File: src/rtl/coffe_dispenser.sv
// rtl/coffe_dispenser.sv - timed actuator sequencer for product motors, coin ejector and escrow gate
module coffe_dispenser #(
  parameter int MOTOR_CYCLES  = 50,
  parameter int EJECT_CYCLES  = 10,
  parameter int GAP_CYCLES    = 5,
  parameter int ESCROW_CYCLES = 20
) (
  input  logic       clk,
  input  logic       rst,
  input  logic       out_en,
  input  logic [3:0] out,
  input  logic       change_en,
  input  logic [1:0] change,
  input  logic       return_req,
  output logic [3:0] motor,
  output logic       coin_eject,
  output logic       escrow_gate,
  output logic       busy,
  output logic       done,
  output logic       fault
);

  localparam int MAX_AB  = (MOTOR_CYCLES > EJECT_CYCLES) ? MOTOR_CYCLES : EJECT_CYCLES;
  localparam int MAX_CD  = (GAP_CYCLES > ESCROW_CYCLES) ? GAP_CYCLES : ESCROW_CYCLES;
  localparam int MAX_CYC = (MAX_AB > MAX_CD) ? MAX_AB : MAX_CD;
  localparam int TW      = $clog2(MAX_CYC + 1);

  typedef enum logic [2:0] {
    IDLE, VEND, EJECT, GAP, REFUND, DONE
  } state_t;

  state_t        state, state_nxt;
  logic [TW-1:0] timer, timer_nxt;
  logic [3:0]    sel, sel_nxt;
  logic [1:0]    coins, coins_nxt;
  logic          fault_nxt;

  always_ff @(posedge clk) begin
    if (rst) begin
      state       <= IDLE;
      timer       <= '0;
      sel         <= '0;
      coins       <= '0;
      motor       <= '0;
      coin_eject  <= 1'b0;
      escrow_gate <= 1'b0;
      busy        <= 1'b0;
      done        <= 1'b0;
      fault       <= 1'b0;
    end else begin
      state       <= state_nxt;
      timer       <= timer_nxt;
      sel         <= sel_nxt;
      coins       <= coins_nxt;
      // Outputs are registered copies of what the next state will drive.
      motor       <= (state_nxt == VEND) ? sel_nxt : 4'b0000;
      coin_eject  <= (state_nxt == EJECT);
      escrow_gate <= (state_nxt == REFUND);
      busy        <= (state_nxt != IDLE);
      done        <= (state_nxt == DONE);
      fault       <= fault_nxt;
    end
  end

  always_comb begin
    state_nxt = state;
    timer_nxt = timer;
    sel_nxt   = sel;
    coins_nxt = coins;
    fault_nxt = 1'b0;
    unique case (state)
      IDLE: begin
        if (out_en || change_en) begin
          sel_nxt   = out_en ? out : 4'b0000;
          coins_nxt = change_en ? change : 2'd0;
          fault_nxt = out_en && !$onehot(out);
          if (out_en && $onehot(out)) begin
            state_nxt = VEND;
            timer_nxt = TW'(MOTOR_CYCLES - 1);
          end else if (coins_nxt != 2'd0) begin
            // Count is decremented on entry to each eject.
            state_nxt = EJECT;
            timer_nxt = TW'(EJECT_CYCLES - 1);
            coins_nxt = coins_nxt - 2'd1;
          end else begin
            state_nxt = DONE;
          end
        end else if (return_req) begin
          state_nxt = REFUND;
          timer_nxt = TW'(ESCROW_CYCLES - 1);
        end
      end
      VEND: begin
        if (timer != '0) begin
          timer_nxt = timer - TW'(1);
        end else if (coins != 2'd0) begin
          state_nxt = EJECT;
          timer_nxt = TW'(EJECT_CYCLES - 1);
          coins_nxt = coins - 2'd1;
        end else begin
          state_nxt = DONE;
        end
      end
      EJECT: begin
        if (timer != '0) begin
          timer_nxt = timer - TW'(1);
        end else if (coins != 2'd0) begin
          state_nxt = GAP;
          timer_nxt = TW'(GAP_CYCLES - 1);
        end else begin
          state_nxt = DONE;
        end
      end
      GAP: begin
        if (timer != '0) begin
          timer_nxt = timer - TW'(1);
        end else begin
          state_nxt = EJECT;
          timer_nxt = TW'(EJECT_CYCLES - 1);
          coins_nxt = coins - 2'd1;
        end
      end
      REFUND: begin
        if (timer != '0) timer_nxt = timer - TW'(1);
        else state_nxt = DONE;
      end
      DONE: begin
        state_nxt = IDLE;
        sel_nxt   = '0;
        coins_nxt = '0;
      end
      default: state_nxt = IDLE;
    endcase
  end

endmodule

File: config.mk
export PLATFORM = sky130hd
export DESIGN_NAME = coffe_dispenser
export DESIGN_NICKNAME = d
export VERILOG_FILES = /design/src/rtl/coffe_dispenser.sv
export SDC_FILE = /design/constraint.sdc
export NUM_CORES = 1
export LEC_CHECK = 0
export ABC_AREA = 1
export CAP_MARGIN = 20
export CORE_ASPECT_RATIO = 1.25
export CORE_MARGIN = 2
export CORE_UTILIZATION = 30
export CTS_CLUSTER_DIAMETER = 150
export DETAILED_ROUTE_END_ITERATION = 12
export DONT_BUFFER_PORTS = 1
export GPL_ROUTABILITY_DRIVEN = 0
export PLACE_DENSITY = 0.55
export SLEW_MARGIN = 0
export SYNTH_ARGS = -nofsm -noshare
export SYNTH_HDL_FRONTEND = slang
export SYNTH_SLANG_ARGS = --single-unit
File: constraint.sdc
create_clock -name clk -period 8.96 [get_ports clk]
set_clock_uncertainty 0.2 [all_clocks]
set_input_delay 2.688 -clock clk [delete_from_list [all_inputs] [get_ports clk]]
set_output_delay 2.688 -clock clk [all_outputs]
set_load 0.01 [all_outputs]
After elaboration in Yosys (flattened, before gate mapping):

Index checks and enable logic that the tools add are counted.

* bits in registers: 24
* bits in latches: 0
* bits in writable memories: 0
* ROM bits: 0
* input port bits: 11
* output and inout bits: 9
* logic and storage cells: 86
* memories kept: 0

* add/subtract/negate cells: 6
* multiply operators: 0
* div/mod/pow operators: 0
* $lt $le $gt $ge: 0
* equal/unequal tests: 19
* shift operators: 0
* muxes and demuxes: 33
* bitwise operators: 3
* reductions and logical operators: 15

Operators with widths (number)
* two-way mux 6 bit: 10
* two-way mux 3 bit: 10
* case mux 6 bit (5 select lines): 1
* case mux 3 bit (5 select lines): 1
* two-way mux 2 bit: 7
* == test 3 bit, second input constant: 4
* inequality test 2 bit, second input constant: 5
* == test 3 x 1 -> 1 bit, second input constant: 3
* == test 3 x 2 -> 1 bit, second input constant: 3
* inequality test 3 bit, second input constant: 3
* two-way mux 4 bit: 2
* case mux 2 bit (4 select lines): 1
* case mux 4 bit (2 select lines): 1
* AND reduction 6 bit: 1
* nonzero test 6 bit: 1
* subtractor 6 x 1 -> 6 bit, second input constant: 1
* AND reduction 5 bit: 1
* nonzero test 5 bit: 1
* adder 1 x 1 -> 2 bit: 2
* inequality test 4 bit, second input constant: 1
* nonzero test 2 bit: 2
* nonzero test 4 bit: 1
* subtractor 2 x 1 -> 2 bit, second input constant: 2
* adder 2 x 2 -> 3 bit: 1
* 8 further kinds: 11

Logic depth before layout (Yosys ltp):

* word-level depth: 10
* mapped depth: 14
* gate-level depth less buffers: 14

Worst setup path after synthesis:

Ideal clock, no wire load.

* kind: input to register
* start point: in out[0]
* end point: reg timer[2]
* library setup time: 0.114 ns
* arrival: 4.556 ns
* path slack: 4.091 ns
* stages: 13
* path buffers: 0
* cell sequence: inv_1 -> fa_1 -> inv_1 -> ha_1 -> ha_1 -> nor2_1 -> nand3_1 -> nand3_1 -> inv_1 -> nor2_4 -> nand2_1 -> nand2_1 -> nor2_1

* longest elaborated chain between the ends: 7
* elaborated cells on any way between the ends: 9
* those cells by class: add/sub (2); eq/ne (2); mux (3); reduce/logical (2)

RTL lines
* from (decl): line 11 `input logic [3:0] out,`
* adder 1 x 1 -> 2 bit (implied by the code) (*): line 77 `if (out_en && $onehot(out)) begin`
* adder 2 x 2 -> 3 bit (implied by the code) (*): line 77
* == test 3 x 1 -> 1 bit (*): line 77
* logical AND 1 bit (*): line 77
* two-way mux 6 bit: line 77
* two-way mux 6 bit: line 73 `if (out_en || change_en) begin`
* case mux 6 bit (5 select lines): line 71 `unique case (state)`
* to (signal assigned): line 52 `timer <= timer_nxt;`
* to (decl): line 33 `logic [TW-1:0] timer, timer_nxt;`

Every way passes the cells marked *; elsewhere a longest branch is shown, timed or not.
A chain may end at the register's enable or synchronous reset.

Worst setup path in the final report:

* start point: in out[0]
* end point: reg motor[0]

* longest elaborated chain between the ends: 10
* elaborated cells on any way between the ends: 13
* those cells by class: add/sub (2); eq/ne (2); mux (6); bitwise (1); reduce/logical (2)

RTL lines
* adder 1 x 1 -> 2 bit (implied by the code): line 77
* adder 2 x 2 -> 3 bit (implied by the code): line 77
* == test 3 x 1 -> 1 bit: line 77
* logical AND 1 bit: line 77
* two-way mux 3 bit: line 77
* two-way mux 3 bit: line 73
* case mux 3 bit (5 select lines): line 71
* == test 3 x 1 -> 1 bit: line 56 `motor <= (state_nxt == VEND) ? sel_nxt : 4'b0000;`
* inverter 1 bit (no line)
* OR reduction 2 bit (no line)
* to (signal assigned): line 56
* to (decl): line 15 `output logic [3:0] motor,`

Several ways; a longest one is shown, not always the timed one.

==> summary.md <==
| Metric | Value |
|---|---|
| Status | completed |
| Commonest non-fill, non-tap cell in the layout | nand2_1 |
| Worst slew pin tran | about 370 ps |
| Required time of the critical path | approximately 9000 ps |
| Final nets | 250 |
| Synthesized flop and latch total | 24 |
| Post-Synth XOR/XNOR Area | 0.00587 |
| Hold buffers post-CTS | 0 |
| Mapped Cells | 231 |
| RSZ-0062 raised after global routing | false |
| Vias in the first global route | 1,411 |
| Clock buffer depth | 2 |
| Met2 Routed Length | 1860 um |
| Total grt overflow | 0 |
| Placement Rows | 28 |
| Max stage delay on crit path | about 530 ps |
| Sequential fraction of the synthesis area | 0.322 |
| Die Ht | slightly above 80 um |
| Synthesized area per cell | between 6 and 7 um2 |
| Layout cells sized above 1 | 0.112 |
| CP most frequent cell | nand3_1 |
| Pre-antenna DRT Iters | 4 |
| Commonest cells after routing, fill and taps aside | nand2_1 (56), inv_1 (33), nor2_1 (32), nand3_1 (25), dfxtp_1 (24) |
| WS Path Type | primary input to flop |
| Hold Crit Class | flop to flop |
| Largest net degree at the start of global routing | 13 |
| Non-filler cells, final | 292 |
| Initial Util | 0.313 |
| Reg clk slew, reported paths | 90 ps |
| Top Metal Used | met4 |
| Adder-cell share of the synthesized area | 0.0469 |
| CTS tree | built |
| Reg2reg start | timer[0]$_SDFFE_PP0P_ |
| H-tree depth | 1 |
| Port Buf Inserts | 0 |
| Slew Viols, Final | 0 |
| Stages on the worst setup path | 12 |
| Area grow syn2layout | 7.21% |
| First-pass GRT wire length | between 6000 and 7000 um |
| Residual DRC | 0 |
| Setup crit start kind | primary input |
| Largest family of logic cells by synthesized area | simple AND/OR/NAND/NOR gates |
| Yosys warning count | 0 |
| Worst slew margin | 0.750 |
| Met3 routed WL | between 100 and 150 um |
| Ports | 20 |
| Setup TNS | 0 ps |
| Peak VDD IR | approximately 0.00012 V |
| Total Routing Usage GR | 0.148 |
| Critical Path Sink | motor[0]$_SDFF_PP0_ |
| Initial antenna violation count | 0 |
| Met1 wire length | roughly 1500 um |
| Clock Sinks | 24 |
| Post-DP HPWL | just under 3000 um |
| Final Hold Violating Endpoints | 0 |
| Initial DRC count | a little under 60 |
| CP Launch Point | out[0] |
| Pwr/cell area | 383 mW/mm2 |
| Diode count | 0 |
| RR Endpoint | motor[0]$_SDFF_PP0_ |
| P_leak | about 0.79 nW |
| Synth Area in Compound Gates | 0.0872 |
| Root Driver | clkbuf_8 |
| Minimum clock period | about 4900 ps |
| Worst Path Buf+Inv | 2 |
| FMAX | a little over 200 MHz |
| Routed WL per cell | around 12 um |
| Post-synthesis simple-gate area fraction | 0.437 |
| Resize count post-CTS | 0 |
| Final antenna-violating net count | 0 |
| Setup violators final | 0 |
| Syn nets | between 200 and 250 |
| Post-Syn Area | approximately 0.0015 mm2 |
| Inst Count DP | between 200 and 300 |
| Layout Utilization | 0.336 |
| Arrival time at the worst endpoint | 4920 ps |
| Crit share post-route | 0.548 |
| Crit Path Max Fanout | 9 |
| Critical-path cell list | inv_1, fa_1, inv_1, ha_1, ha_1, nor2_1, nand3_1, nand2_1, nand3_1, nand3_1, nand3_2, nor2_1 |
| MaxCap Viol Count | 0 |
| Average vias per placed instance | around 4.8 |
| Pre-CTS WS | about 3800 ps |
| Clock Latency Late Sink | ~270 ps |
| Total die area | approximately 0.0056 mm2 |
| Post-synthesis mux area share | 0 |
| Fin worst setup slack | about 4100 ps |
| Post-CTS Setup Inserts | 0 |
| CTS Buf Count | 3 |
| Total number of vias | approximately 1.4k |
| R2R Setup Slk | about 7000 ps |
| Critical path's top delay family | simple AND/OR/NAND/NOR gates |
| Netlist cell types | 25 |
| Wirelength, routed | between 3000 and 4000 um |
| R2r worst-path depth | 8 |
| CP Capture Type | flop |
| Critical path's slowest cell | fa_1 |
| Core ar. | approximately 0.0048 mm2 |
| Horiz. Die Dim | about 67 um |
==> where the power goes <==
| group | switching [mW] | internal (mW) | leakage, nW | total (mW) |
|---|---|---|---|---|
| registers | 0.0334 | 0.141 | 0.197 | 0.174 |
| clock network | 0.0344 | 0.0301 | 0.0216 | 0.0645 |
| logic | 0.250 | 0.124 | 0.576 | 0.374 |
| total | 0.318 | 0.295 | 0.795 | 0.613 |
==> layer usage <==
metal,up-vias,track usage
li1,733,-
met1,633,0.169
met2,30,0.262
met3,13,0.0203
met4,0,0.0686
met5,-,0
==> stage by stage <==
stage	power, mW	area [um2]	hold slack (ps)
after floorplan	0.472	1490	259
after global placement	0.551	1560	285
after detailed placement	0.551	1560	294
after CTS	0.618	1600	308
after global routing	0.687	1600	368
final	0.613	1600	298
==> registers in the layout (all words and copies together), names as in the netlist <==
register and flops:
state 3, coins 2, busy 1, fault 1, done 1, motor 4
sel 4, escrow_gate 1, timer 6, coin_eject 1
==> cells by family after synthesis <==
| kind of cell | count (synthesis) |
|---|---|
| AND/OR/NAND/NOR | 137 |
| buffers and inverters | 40 |
| AO/OA/AOI/OAI | 24 |
| flip-flops | 24 |
| adder cells (fa/ha/maj) | 5 |
| XOR/XNOR | 1 |
==> worst min-delay path by stage <==
stage / start / endpoint / slack, ps / depth (start not counted)
after CTS: timer[1]$_SDFFE_PP0P_ / timer[1]$_SDFFE_PP0P_ / 310 / 2
after detailed placement: timer[1]$_SDFFE_PP0P_ / timer[1]$_SDFFE_PP0P_ / 290 / 2
after global routing: timer[1]$_SDFFE_PP0P_ / timer[1]$_SDFFE_PP0P_ / 370 / 2
after global placement: timer[1]$_SDFFE_PP0P_ / timer[1]$_SDFFE_PP0P_ / 290 / 2
after floorplan: timer[1]$_SDFFE_PP0P_ / timer[1]$_SDFFE_PP0P_ / 260 / 2
final: timer[1]$_SDFFE_PP0P_ / timer[1]$_SDFFE_PP0P_ / 300 / 2
==> worst register-to-register path: cells and delay by family (launching register included) <==
kind | cells | cell delay, ps
AND/OR/NAND/NOR | 6 | 970
flip-flops | 1 | 330
adder cells (fa/ha/maj) | 1 | 290
buffers and inverters | 1 | 130
==> layout make-up <==
type                            count  area, um2
Multi-Input combinational cell    167        861
Tap cell                           60       75.1
Sequential cell                    24        480
Inverter                           38        143
Clock buffer                        3       41.3
Fill cell                         548       3160
==> synth_stat cells, drive strengths merged <==
library cell	n	area share
a211oi	1	0.0050
a21oi	6	0.020
buf	1	0.0033
clkbuf	1	0.0025
dfxtp	24	0.32
fa	1	0.013
ha	4	0.034
inv	38	0.096
nand2	59	0.16
nand3	30	0.13
nand3b	2	0.010
nand4	4	0.017
nor2	42	0.13
o2111ai	1	0.0059
o21ai	13	0.044
o22ai	3	0.013
xnor2	1	0.0059
Power figures use the tool's default switching activity.
